[config.mk]
export PLATFORM = sky130hd
export DESIGN_NAME = cd_sector_sched_flat
export DESIGN_NICKNAME = d
export VERILOG_FILES = /design/src/rtl/cd_sector_sched_pkg.sv /design/src/rtl/cd_sector_sched_if.sv /design/src/rtl/cd_xfer_timer.sv /design/src/rtl/cd_sector_sched.sv /design/src/flat_wrapper.sv
export SDC_FILE = /design/constraint.sdc
export NUM_CORES = 1
export LEC_CHECK = 0
export CAP_MARGIN = 20
export CORE_MARGIN = 3
export CORE_UTILIZATION = 50
export CTS_CLUSTER_SIZE = 28
export DETAILED_ROUTE_END_ITERATION = 12
export PLACE_DENSITY = 0.73
export SYNTH_ARGS = -nofsm -noshare
export SYNTH_HDL_FRONTEND = slang
export SYNTH_SLANG_ARGS = --single-unit
export TNS_END_PERCENT = 5
[constraint.sdc]
create_clock -name clk_sys -period 2.91 [get_ports clk_sys]
set_clock_uncertainty 0.05 [all_clocks]
set_input_delay 0.4365 -clock clk_sys [delete_from_list [all_inputs] [get_ports clk_sys]]
set_output_delay 0.4365 -clock clk_sys [all_outputs]
set_load 0.02 [all_outputs]
[src/rtl/cd_sector_sched_pkg.sv]
// cd_pkg: definitions shared by the CD sector scheduler and the data_io side.
//   - FSM state encoding (3-bit)
//   - sector lengths for data and raw/audio modes
//   - default transfer timeout
//   - CD command opcode range used by the SCSI/data_io handshake
package cd_pkg;

    localparam logic [2:0] ST_IDLE      = 3'd0;
    localparam logic [2:0] ST_WAIT_ROOM = 3'd1;
    localparam logic [2:0] ST_REQ       = 3'd2;
    localparam logic [2:0] ST_RECV      = 3'd3;
    localparam logic [2:0] ST_DONE      = 3'd4;
    localparam logic [2:0] ST_ERR       = 3'd5;

    typedef enum logic [2:0] {
        S_IDLE      = ST_IDLE,
        S_WAIT_ROOM = ST_WAIT_ROOM,
        S_REQ       = ST_REQ,
        S_RECV      = ST_RECV,
        S_DONE      = ST_DONE,
        S_ERR       = ST_ERR
    } cd_state_e;

    localparam int unsigned DATA_BYTES  = 2048;   // Mode 1 user data
    localparam int unsigned AUDIO_BYTES = 2352;   // raw sector / CD-DA
    localparam int unsigned TIMEOUT_CYC = 4000000;

    // Command opcodes exchanged with data_io occupy 8'h60..8'h66.
    localparam logic [7:0] CD_CMD_FIRST = 8'h60;
    localparam logic [7:0] CD_CMD_LAST  = 8'h66;

    function automatic logic is_cd_cmd(input logic [7:0] op);
        return (op >= CD_CMD_FIRST) && (op <= CD_CMD_LAST);
    endfunction

endpackage

[src/rtl/cd_sector_sched_if.sv]
// cd_sector_sched_if: byte path between data_io, the scheduler and the sector FIFO.
//   cd_dat_req          sched -> data_io   one-cycle request for the next sector
//   cd_data_out         data_io -> sched   sector byte
//   cd_data_out_strobe  data_io -> sched   byte valid
//   cd_dm               data_io -> sched   sector mode (1 = raw/audio)
//   cd_fifo_halffull    FIFO -> sched      FIFO at or above half capacity
//   fifo_wr / fifo_din  sched -> FIFO      write strobe / data
// master = scheduler, slave = data_io/FIFO side.
interface cd_sector_sched_if;
    logic       cd_dat_req;
    logic [7:0] cd_data_out;
    logic       cd_data_out_strobe;
    logic       cd_dm;
    logic       cd_fifo_halffull;
    logic       fifo_wr;
    logic [7:0] fifo_din;

    modport master (
        output cd_dat_req, fifo_wr, fifo_din,
        input  cd_data_out, cd_data_out_strobe, cd_dm, cd_fifo_halffull
    );

    modport slave (
        input  cd_dat_req, fifo_wr, fifo_din,
        output cd_data_out, cd_data_out_strobe, cd_dm, cd_fifo_halffull
    );
endinterface

[src/rtl/cd_xfer_timer.sv]
// cd_xfer_timer: saturating silence counter for an outstanding sector.
//   clk_sys, reset  clock / async active-high reset
//   clr             restart from zero (has priority over en)
//   en              count this cycle
//   expire          this enabled cycle is the LIMIT-th consecutive one
module cd_xfer_timer #(
    parameter int unsigned LIMIT = cd_pkg::TIMEOUT_CYC,
    parameter int unsigned W     = 23
) (
    input  logic clk_sys,
    input  logic reset,
    input  logic clr,
    input  logic en,
    output logic expire
);
    localparam logic [W-1:0] LIMIT_M1 = W'(LIMIT - 1);

    logic [W-1:0] cnt;

    always_ff @(posedge clk_sys or posedge reset) begin
        if (reset)
            cnt <= '0;
        else if (clr)
            cnt <= '0;
        else if (en && (cnt != '1))
            cnt <= cnt + 1'b1;
    end

    // Combinational so the caller can leave on the same edge the count
    // reaches LIMIT.
    assign expire = en && !clr && (cnt >= LIMIT_M1);
endmodule

[src/rtl/cd_sector_sched.sv]
// cd_sector_sched: requests sectors from data_io one at a time and forwards
// the returned bytes into the PCE CD sector FIFO.
//   clk_sys, reset      clock / async active-high reset
//   rd_start, rd_count  start a read of rd_count sectors (0 = immediate rd_done)
//   rd_abort            cancel the current read (wins over rd_start)
//   bus                 data_io / FIFO byte path (master side)
//   sector_done         pulse alongside the last byte's fifo_wr
//   rd_done             pulse once all sectors have been received
//   busy                read in progress
//   timeout_err         sticky: data_io went silent mid-sector
//   sectors_left        sectors remaining in the current command
module cd_sector_sched #(
    parameter int unsigned DATA_BYTES  = cd_pkg::DATA_BYTES,
    parameter int unsigned AUDIO_BYTES = cd_pkg::AUDIO_BYTES,
    parameter int unsigned TIMEOUT_CYC = cd_pkg::TIMEOUT_CYC
) (
    input  logic                 clk_sys,
    input  logic                 reset,
    input  logic                 rd_start,
    input  logic [7:0]           rd_count,
    input  logic                 rd_abort,
    cd_sector_sched_if.master    bus,
    output logic                 sector_done,
    output logic                 rd_done,
    output logic                 busy,
    output logic                 timeout_err,
    output logic [7:0]           sectors_left
);
    import cd_pkg::*;

    localparam logic [11:0] DATA_LEN  = 12'(DATA_BYTES);
    localparam logic [11:0] AUDIO_LEN = 12'(AUDIO_BYTES);

    cd_state_e   state, state_nxt;
    logic [11:0] byte_cnt;
    logic        dm_lat;
    logic        rx_byte, last_byte, sec_mode, can_start, tmr_expire;
    logic [11:0] sec_len;

    assign can_start = (state == S_IDLE) || (state == S_ERR);
    assign rx_byte   = (state == S_RECV) && bus.cd_data_out_strobe;

    // The first byte of a sector uses the live mode flag; it is latched for
    // the rest of the sector.
    assign sec_mode  = (byte_cnt == 12'd0) ? bus.cd_dm : dm_lat;
    assign sec_len   = sec_mode ? AUDIO_LEN : DATA_LEN;
    assign last_byte = rx_byte && ((byte_cnt + 12'd1) == sec_len);

    assign busy           = (state == S_WAIT_ROOM) || (state == S_REQ) || (state == S_RECV);
    assign bus.cd_dat_req = (state == S_REQ);

    cd_xfer_timer #(.LIMIT(TIMEOUT_CYC), .W(23)) u_timer (
        .clk_sys (clk_sys),
        .reset   (reset),
        .clr     ((state == S_REQ) || rx_byte),
        .en      ((state == S_RECV) && !bus.cd_data_out_strobe),
        .expire  (tmr_expire)
    );

    always_comb begin
        state_nxt = state;
        case (state)
            S_IDLE, S_ERR:
                if (rd_start) state_nxt = (rd_count != 8'd0) ? S_WAIT_ROOM : S_IDLE;
            S_WAIT_ROOM:
                if (!bus.cd_fifo_halffull) state_nxt = S_REQ;
            S_REQ:
                state_nxt = S_RECV;
            S_RECV:
                if (last_byte)       state_nxt = (sectors_left == 8'd1) ? S_DONE : S_WAIT_ROOM;
                else if (tmr_expire) state_nxt = S_ERR;
            S_DONE:
                state_nxt = S_IDLE;
            default:
                state_nxt = S_IDLE;
        endcase
        if (rd_abort) state_nxt = S_IDLE;
    end

    always_ff @(posedge clk_sys or posedge reset) begin
        if (reset) begin
            state        <= S_IDLE;
            byte_cnt     <= '0;
            dm_lat       <= 1'b0;
            sectors_left <= '0;
            timeout_err  <= 1'b0;
            sector_done  <= 1'b0;
            rd_done      <= 1'b0;
            bus.fifo_wr  <= 1'b0;
            bus.fifo_din <= '0;
        end else begin
            state <= state_nxt;

            // A byte taken in the abort cycle is still written.
            bus.fifo_wr <= rx_byte;
            if (rx_byte) bus.fifo_din <= bus.cd_data_out;

            sector_done <= last_byte && !rd_abort;
            rd_done     <= !rd_abort && ((state == S_DONE) ||
                           (can_start && rd_start && (rd_count == 8'd0)));

            if (state == S_REQ)
                byte_cnt <= '0;
            else if (rx_byte)
                byte_cnt <= byte_cnt + 12'd1;

            if (rx_byte && (byte_cnt == 12'd0)) dm_lat <= bus.cd_dm;

            if (rd_abort)
                sectors_left <= '0;
            else if (can_start && rd_start && (rd_count != 8'd0))
                sectors_left <= rd_count;
            else if (last_byte && (sectors_left != 8'd0))
                sectors_left <= sectors_left - 8'd1;

            if (rd_abort || (can_start && rd_start))
                timeout_err <= 1'b0;
            else if ((state == S_RECV) && !last_byte && tmr_expire)
                timeout_err <= 1'b1;
        end
    end
endmodule

[src/flat_wrapper.sv]
// flat-port wrapper written by rule: the top's interface ports become plain ports
module cd_sector_sched_flat import cd_pkg::*;
#(
    parameter int unsigned DATA_BYTES  = cd_pkg::DATA_BYTES,
    parameter int unsigned AUDIO_BYTES = cd_pkg::AUDIO_BYTES,
    parameter int unsigned TIMEOUT_CYC = cd_pkg::TIMEOUT_CYC
)
  (clk_sys, reset, rd_start, rd_count, rd_abort, sector_done, rd_done, busy, timeout_err, sectors_left, bus_cd_dat_req, bus_fifo_wr, bus_fifo_din, bus_cd_data_out, bus_cd_data_out_strobe, bus_cd_dm, bus_cd_fifo_halffull);
  cd_sector_sched_if bus_i ();
  input  logic clk_sys;
  input  logic reset;
  input  logic rd_start;
  input  logic [7:0] rd_count;
  input  logic rd_abort;
  output logic sector_done;
  output logic rd_done;
  output logic busy;
  output logic timeout_err;
  output logic [7:0] sectors_left;
  output wire logic [$bits(bus_i.cd_dat_req)-1:0] bus_cd_dat_req;
  output wire logic [$bits(bus_i.fifo_wr)-1:0] bus_fifo_wr;
  output wire logic [$bits(bus_i.fifo_din)-1:0] bus_fifo_din;
  input wire logic [$bits(bus_i.cd_data_out)-1:0] bus_cd_data_out;
  input wire logic [$bits(bus_i.cd_data_out_strobe)-1:0] bus_cd_data_out_strobe;
  input wire logic [$bits(bus_i.cd_dm)-1:0] bus_cd_dm;
  input wire logic [$bits(bus_i.cd_fifo_halffull)-1:0] bus_cd_fifo_halffull;
  assign bus_cd_dat_req = bus_i.cd_dat_req;
  assign bus_fifo_wr = bus_i.fifo_wr;
  assign bus_fifo_din = bus_i.fifo_din;
  assign bus_i.cd_data_out = bus_cd_data_out;
  assign bus_i.cd_data_out_strobe = bus_cd_data_out_strobe;
  assign bus_i.cd_dm = bus_cd_dm;
  assign bus_i.cd_fifo_halffull = bus_cd_fifo_halffull;
  cd_sector_sched #(.DATA_BYTES(DATA_BYTES), .AUDIO_BYTES(AUDIO_BYTES), .TIMEOUT_CYC(TIMEOUT_CYC)) u_core (.clk_sys(clk_sys), .reset(reset), .rd_start(rd_start), .rd_count(rd_count), .rd_abort(rd_abort), .bus(bus_i), .sector_done(sector_done), .rd_done(rd_done), .busy(busy), .timeout_err(timeout_err), .sectors_left(sectors_left));
endmodule
Word-level counts from Yosys, hierarchy flattened
Index checks and enable logic that the tools add are counted.

Register bits: 59. Bits of input ports: 23. Output and inout port bits: 22. Word-level logic and storage cells: 80.

Add/sub/neg operators: 3. $lt $le $gt $ge: 1. Eq/ne operators: 11. Muxes and demuxes: 19. Reductions and logical operators: 36.

Operators by type and width (number): 23-bit 2-to-1 mux (2); 12-bit 2-to-1 mux (2); 8-bit 2-to-1 mux (3); 23-bit by 1-bit adder with 23-bit output (second input constant) (1); 23-bit by 22-bit >= comparator with 1-bit output (second input constant) (1); 23-bit inequality test (second input constant) (1); 3-bit 2-to-1 mux (6); 8-bit nonzero test (2); 1-bit logical AND (15); 12-bit by 1-bit adder with 12-bit output (second input constant) (1); 12-bit equality test (1); 12-bit zero test (1); 3-bit case mux with 4 select lines (1); 9-bit 2-to-1 mux (1); 8-bit by 1-bit equality test with 1-bit output (second input constant) (1); 8-bit zero test (1); 8-bit by 1-bit subtractor with 8-bit output (second input constant) (1); 3-bit by 2-bit equality test with 1-bit output (second input constant) (2); 3-bit equality test (second input constant) (2); 1-bit logical OR (6); 3-bit inequality test (second input constant) (2); 2-bit nonzero test (3); 1-bit zero test (4); 1-bit 2-to-1 mux (4); 6 further kinds (6).

Depth between registers and ports, before layout
Gate-level depths: netlist (run 1).

Depth after elaboration: 10. Gate-level depth with buffers: 11. Mapped depth without buffers: 9.

Cells and area by module
From an unflattened synthesis (run 1), not the netlist that was laid out.

Cells, all modules: 429. Area, all modules: 3773.6 um^2.

By module, submodules not included: cd_sector_sched (instances 1, cells an instance 286, area each 2416.1 um^2, seq. area each 900.9 um^2); cd_xfer_timer (instances 1, cells an instance 143, area each 1357.6 um^2, seq. area each 575.6 um^2).

Least setup slack after synthesis (run 1)
OpenSTA, ideal clock, no wires.

Kind: register -> register. Start point: reg u_core.byte_cnt[1]. End point: reg u_core.sectors_left[3]. Library setup time: 0.126 ns. Arrival time: 2.423 ns. Data required time: 2.734 ns. Path slack: 0.311 ns. Stages on the path, launching flop included: 11. Cells stage by stage: dfrtp_1 > ha_1 > buf_4 > and4_1 > buf_6 > nand2_1 > o211ai_1 > a2111oi_4 > nand4_1 > mux2i_1 > a311o_1.

Word-level cells in the longest chain between the ends: 7. Elaborated cells between the ends (all ways): 8. Classes of those cells: add/sub: 1; eq/ne: 1; mux: 2; reduce/logical: 4.

RTL lines: start: declaration (line cd_sector_sched.sv:35) `logic [11:0] byte_cnt;`; start signal: assignment (line cd_sector_sched.sv:105) `byte_cnt <= byte_cnt + 12'd1;`; parallel branches: the longest is 3 deep, another holds 12-bit by 1-bit adder with 12-bit output; 12-bit equality test * (line cd_sector_sched.sv:47) `assign last_byte = rx_byte && ((byte_cnt + 12'd1) == sec_len);`; 1-bit logical AND * (line cd_sector_sched.sv:47); 1-bit logical AND * (line cd_sector_sched.sv:113) `else if (last_byte && (sectors_left != 8'd0))`; 3-bit nonzero test (no source line) *; end signal: assignment (line cd_sector_sched.sv:112) `sectors_left <= rd_count;`; end signal: assignment (line cd_sector_sched.sv:114) `sectors_left <= sectors_left - 8'd1;`; end: declaration (line cd_sector_sched.sv:27) `output logic [7:0] sectors_left`.

Every way passes the cells marked *. A chain may end at the register's enable or synchronous reset.

Worst setup path after layout (run 1)
Start point: reg u_core.byte_cnt[1]. End point: reg u_core.state[0].

Word-level cells in the longest chain between the ends: 8. Elaborated cells between the ends (all ways): 11. Classes of those cells: add/sub: 1; eq/ne: 2; mux: 5; reduce/logical: 3.

RTL lines: parallel branches: the longest is 3 deep, another holds 12-bit by 1-bit adder with 12-bit output; 12-bit equality test * (line cd_sector_sched.sv:47); 1-bit logical AND * (line cd_sector_sched.sv:47); 3-bit 2-to-1 mux (line cd_sector_sched.sv:70) `if (last_byte) state_nxt = (sectors_left == 8'd1) ? S_DONE : S_WAIT_ROOM;`; 3-bit case mux with 4 select lines (line cd_sector_sched.sv:62) `case (state)`; 3-bit 2-to-1 mux (line cd_sector_sched.sv:77) `if (rd_abort) state_nxt = S_IDLE;`; end signal: assignment (line cd_sector_sched.sv:92) `state <= state_nxt;`; end: declaration (line cd_sector_sched.sv:34) `cd_state_e state, state_nxt;`.

Marks and branches as above.

==> impl_metrics.tcl, run 1 <==
set metrics [dict create \
    crit_fanout 8 \
    num_rows 30 \
    yosysTopAreaCell "dfrtp_1" \
    dieWidth_um 90.1 \
    dpl-instance-area_um2 4020 \
    leakagePower_uw 0.00176 \
    vdd_drop_max_v 0.000325 \
    synth_area_um2 3530 \
    io_buffer_count 44 \
    rsz0062_at_grt "yes" \
    numCtsBuffers 9 \
    start_util 0.517 \
    synth_seq_area_share 0.418 \
    first_pass_iters 4 \
    vias 3134 \
    clock.fmax_mhz 370 \
    diodes 0 \
    vias_per_cell 5.74 \
    worstPathArrival_ns 2.87 \
    cts-resized-gates 0 \
    yosysWarnings 0 \
    rrSetupSlack_ns 0.21 \
    maxCapViolations 0 \
    ant_nets 0 \
    syn_inst 402 \
    synthTopCellsByArea "dfrtp_1 42%, nand2_1 6.3%, nor2_1 4.5%" \
    htree_levels 3 \
    grt_max_degree 60 \
    core_area_um2 6830 \
    holdWs_ns 0.433 \
    hold_viol 0 \
    setup_viol 0 \
    cts_hold_buffers 0 \
    io_pins 45 \
    required_ns 3.08 \
    cp-start-kind "flip-flop" \
    max_slew_margin 0.370 \
    holdPathStages 2 \
    wl_per_cell_um 14.9 \
    drt_wl_total_mm 8.12 \
    antenna_found_initial 0 \
    min_path_type "flip-flop to flip-flop" \
    cp-end-kind "flip-flop" \
    critical_path_class "flip-flop to flip-flop" \
    nNetsFinal 474 \
    layout_min_cycle_time_ns 2.70 \
    design_area_um2 4230 \
    synth_common_cells "59 x dfrtp_1, 59 x nand2_1, 42 x nor2_1, 25 x o21ai_0, 18 x nand3_1" \
    grt_pass1_vias 3046 \
    path_clk_slew_ns 0.08 \
    drtIter0Drc 230 \
    clock-sinks 59 \
    drc 0 \
    synthesis.nets 431 \
    outcome "finished clean" \
    clockBufferDepth 2 \
    cts_setup_buffers 0 \
    ys.flop_type "dfrtp_1" \
    synthArstFlopShare 1.00 \
    reg2regPathDepth 9 \
    grt-ovfl-total 0 \
    grt_first_pass_wirelength_mm 14.0 \
    syn_avg_cell_area_um2 8.79 \
    ys_ff_latch 59 \
    gp_congestion 0.899 \
    synth_edf_count 0 \
    min_period_over_period 0.929 \
    cts_root_buf "clkbuf_8" \
    synth_top_area_share 0.418 \
    die_area_um2 8110 \
    finish.utilization 0.619 \
    dpl.hpwl_mm 5.66 \
    power-per-cell-area_nw_per_um2 590 \
    grt_usage 0.208 \
    ys_types 66 \
    slew_violations 0 \
    cts_tree "done" \
    fp.dieH_um 90.1 \
    p_total_uw 2500 \
    syn_to_final_growth_pct 19.7 \
    tightest_slew_ns 0.942 \
    drive_gt1_frac 0.0956 \
    clk_latency_ns 0.34 \
]
## per-layer routing
metal  share of wire  global-route usage  up-vias
li1                -                   -     1535
met1            0.44               0.260     1503
met2            0.50               0.350       90
met3           0.052              0.0561        6
met4          0.0080              0.0663        0
met5               0                   0        -
## critical path, cell delays in order, from the launching register on
cell and delay (ns):
dfrtp_1 0.47, inv_1 0.11, ha_1 0.17, nor4b_1 0.24, nand4_1 0.20, mux2i_1 0.27, mux2i_2 0.33, nand3_1 0.25
o311ai_1 0.37, o211ai_1 0.14
## cells by family after synthesis
family                   Yosys count  synth area share
buffers and inverters             33            0.0531
AND/OR/NAND/NOR                  196             0.281
AO/OA/AOI/OAI                     80             0.155
flip-flops                        59             0.418
XOR/XNOR                          21            0.0520
multiplexers                       7            0.0202
adder cells (fa/ha/maj)            6            0.0212
## state kept, by name (all words and copies together), names as in the netlist
name	flops
u_core.timeout_err	1
u_core.byte_cnt	12
u_core.sectors_left	8
u_core.state	3
u_core.u_timer.cnt	23
u_core.bus.fifo_wr	1
u_core.sector_done	1
u_core.rd_done	1
u_core.dm_lat	1
u_core.bus.fifo_din	8
## worst paths after layout
| check | start | end |
|---|---|---|
| setup / recovery | u_core.byte_cnt[1] | u_core.state[0] |
| min in group asynchronous | reset | u_core.u_timer.cnt[7] |
| setup reg to reg | u_core.byte_cnt[1] | u_core.state[0] |
| max in group asynchronous | reset | u_core.bus.fifo_din[4] |
| hold reg to reg | u_core.bus.fifo_din[4] | u_core.bus.fifo_din[4] |
| hold / removal | u_core.bus.fifo_din[4] | u_core.bus.fifo_din[4] |
## power breakdown
group | internal, uW | leakage (uW) | switching, uW | total (uW)
sequential | 918 | 0.000806 | 109 | 1030
clock | 399 | 0.0000916 | 355 | 754
combinational | 318 | 0.000863 | 396 | 715
## per-stage QoR
stage | setup slack [ns] | std cells | setup TNS, ns
3_3_place_gp | 0.238 | 530 | 0
2_1_floorplan | 0.311 | 402 | 0
6_report | 0.207 | 546 | 0
4_1_cts | 0.147 | 546 | 0
5_1_grt | -0.0108 | 546 | -0.0196
3_5_place_dp | 0.156 | 530 | 0
## cell type report
class,instances,area (um2)
Clock inverter,7,78.8
Inverter,11,41.3
Timing Repair Buffer,54,515
Clock buffer,9,124
Tap cell,96,120
Fill cell,602,2600
Sequential cell,59,1480
Multi-Input combinational cell,310,1880
## layout by cell type (no fill, tap or decap), drive strengths merged, types with 6 or more instances in the layout
cell	instances
mux2i	6
o31ai	8
buf	10
nor3	17
o21ai	25
clkdlybuf4s50	44
and3	6
xor2	10
nand2	60
xnor2	11
nand3	20
inv	9
nor2	43
ha	6
o211ai	6
nand4	13
clkbuf	9
a21oi	12
or3	7
a31oi	8
dfrtp	59
(Power assumes the default switching activity.)
==> run 2: changes to the inputs <==
Settings changed: RECOVER_POWER set to 50.
==> run 2 against run 1 <==
First-iteration DRC count is 1.3% higher. Combinational power hardly changed. Non-clock buffer count stayed put. Clock-buffer cell count stayed put. Critical path type unchanged. Largest cell class unchanged.
==> impl_metrics.tcl, run 2 (synthesis results as in run 1) <==
set metrics [dict create \
    dp_cells 530 \
    rsz0062_at_grt "yes" \
    vdd_drop_max_v 0.000325 \
    regMostFlops "u_core.u_timer.cnt" \
    start_util 0.517 \
    grt_first_pass_wirelength_mm 14.0 \
    tns_ns 0 \
    drtIter0Drc 233 \
    drt_wl_total_mm 8.13 \
    fill_cells 606 \
    antenna_found_initial 0 \
    stdcell_count 546 \
    vias 3146 \
    grt_max_degree 60 \
    clock.fmax_mhz 370 \
    reg_top3 "u_core.u_timer.cnt x23, u_core.byte_cnt x12" \
    wl_per_cell_um 14.9 \
    grt_pass1_vias 3046 \
    numCtsBuffers 9 \
    clockBufferDepth 2 \
    first_pass_iters 4 \
    grt_usage 0.208 \
    setup_viol 0 \
    die_area_um2 8110 \
    min_from "u_core.bus.fifo_din[4]" \
    slew_violations 0 \
    required_ns 3.09 \
    htree_levels 3 \
    drive_gt1_frac 0.0889 \
    core_area_um2 6830 \
    power-per-cell-area_nw_per_um2 591 \
    clock-sinks 59 \
    cp-end-kind "flip-flop" \
    max_slew_margin 0.0297 \
    fp.dieH_um 90.1 \
    path_clk_slew_ns 0.08 \
    cp-start-kind "flip-flop" \
    holdWs_ns 0.432 \
    gp_congestion 0.899 \
    design_area_um2 4220 \
    num_rows 30 \
    io_buffer_count 44 \
    nNetsFinal 474 \
    largest_reg_flops 23 \
    layout_min_cycle_time_ns 2.71 \
    outcome "finished clean" \
    maxCapViolations 0 \
    cts_setup_buffers 0 \
    dpl.hpwl_mm 5.66 \
    crit_fanout 8 \
    critical_path_class "flip-flop to flip-flop" \
    dieWidth_um 90.1 \
    min_path_type "flip-flop to flip-flop" \
    ant_nets 0 \
    r2r-start "u_core.byte_cnt[1]" \
    worstSetupStartpoint "u_core.byte_cnt[1]" \
    grt-ovfl-total 0 \
    clk_latency_ns 0.35 \
    tightest_slew_ns 1.46 \
    cts_tree "done" \
    io_pins 45 \
    min_period_over_period 0.930 \
    vias_per_cell 5.76 \
    cts_root_buf "clkbuf_8" \
    hold_viol 0 \
    drc 0 \
    worstPathArrival_ns 2.88 \
    dpl-instance-area_um2 4020 \
    syn_to_final_growth_pct 19.5 \
    diodes 0 \
    leakagePower_uw 0.00175 \
    final_cell_mix "59 x nand2_1, 59 x dfrtp_1, 43 x nor2_1" \
]
==> run 2: power by group <==
group,internal (uW),total [uW],switching (uW)
clock,398,757,359
combinational,316,713,396
sequential,918,1030,109
total,1630,2500,865
==> run 2: worst max-delay path, stage by stage, from the launching register on <==
cell and delay, ns:
dfrtp_1 0.47, inv_1 0.11, ha_1 0.17, nor4b_1 0.24, nand4_1 0.20, mux2i_1 0.27
mux2i_2 0.33, nand3_1 0.26, o311ai_1 0.37, o211ai_1 0.14
==> run 2: what timing repair did <==
| action | CTS | global route |
|---|---|---|
| resized for setup | 0 | 2 |
| hold buffers | 0 | 0 |
| setup endpoints to repair | 0 | 4 |
==> run 2: final timing paths <==
| path | endpoint | cells after the start | slack [ns] |
|---|---|---|---|
| setup / recovery | u_core.state[0] | 9 | 0.20 |
| hold / removal | u_core.bus.fifo_din[4] | 2 | 0.43 |
| setup reg to reg | u_core.state[0] | 9 | 0.20 |
| hold reg to reg | u_core.bus.fifo_din[4] | 2 | 0.43 |
| max in group asynchronous | u_core.bus.fifo_din[4] | 3 | 0.97 |
| min in group asynchronous | u_core.u_timer.cnt[7] | 3 | 0.96 |
==> run 2: through the flow <==
| stage | util | power, uW | setup WS [ns] |
|---|---|---|---|
| after floorplan | - | 1460 | 0.311 |
| after global placement | 0.589 | 1730 | 0.238 |
| after detailed placement | 0.589 | 1750 | 0.156 |
| after CTS | 0.619 | 2520 | 0.147 |
| after global routing | 0.618 | 2630 | -0.0108 |
| final | 0.618 | 2500 | 0.205 |
==> run 2: area by class of cell <==
class | instances | area [um2] | area share
Clock buffer | 9 | 124 | 0.0293
Multi-Input combinational cell | 310 | 1870 | 0.444
Inverter | 11 | 41.3 | 0.00978
Timing Repair Buffer | 54 | 509 | 0.121
Tap cell | 96 | 120 | 0.0284
Clock inverter | 7 | 78.8 | 0.0187
Sequential cell | 59 | 1480 | 0.350
==> run 2: metal layers <==
| layer | share of wire | global-route usage | vias to the layer above | routed length (um) |
|---|---|---|---|---|
| met4 | 0.013 | 0.0663 | 0 | 109 |
| met1 | 0.45 | 0.260 | 1514 | 3620 |
| li1 | - | - | 1535 | - |
| met3 | 0.048 | 0.0561 | 11 | 393 |
| met2 | 0.49 | 0.350 | 86 | 4000 |
| met5 | 0 | 0 | - | 0 |
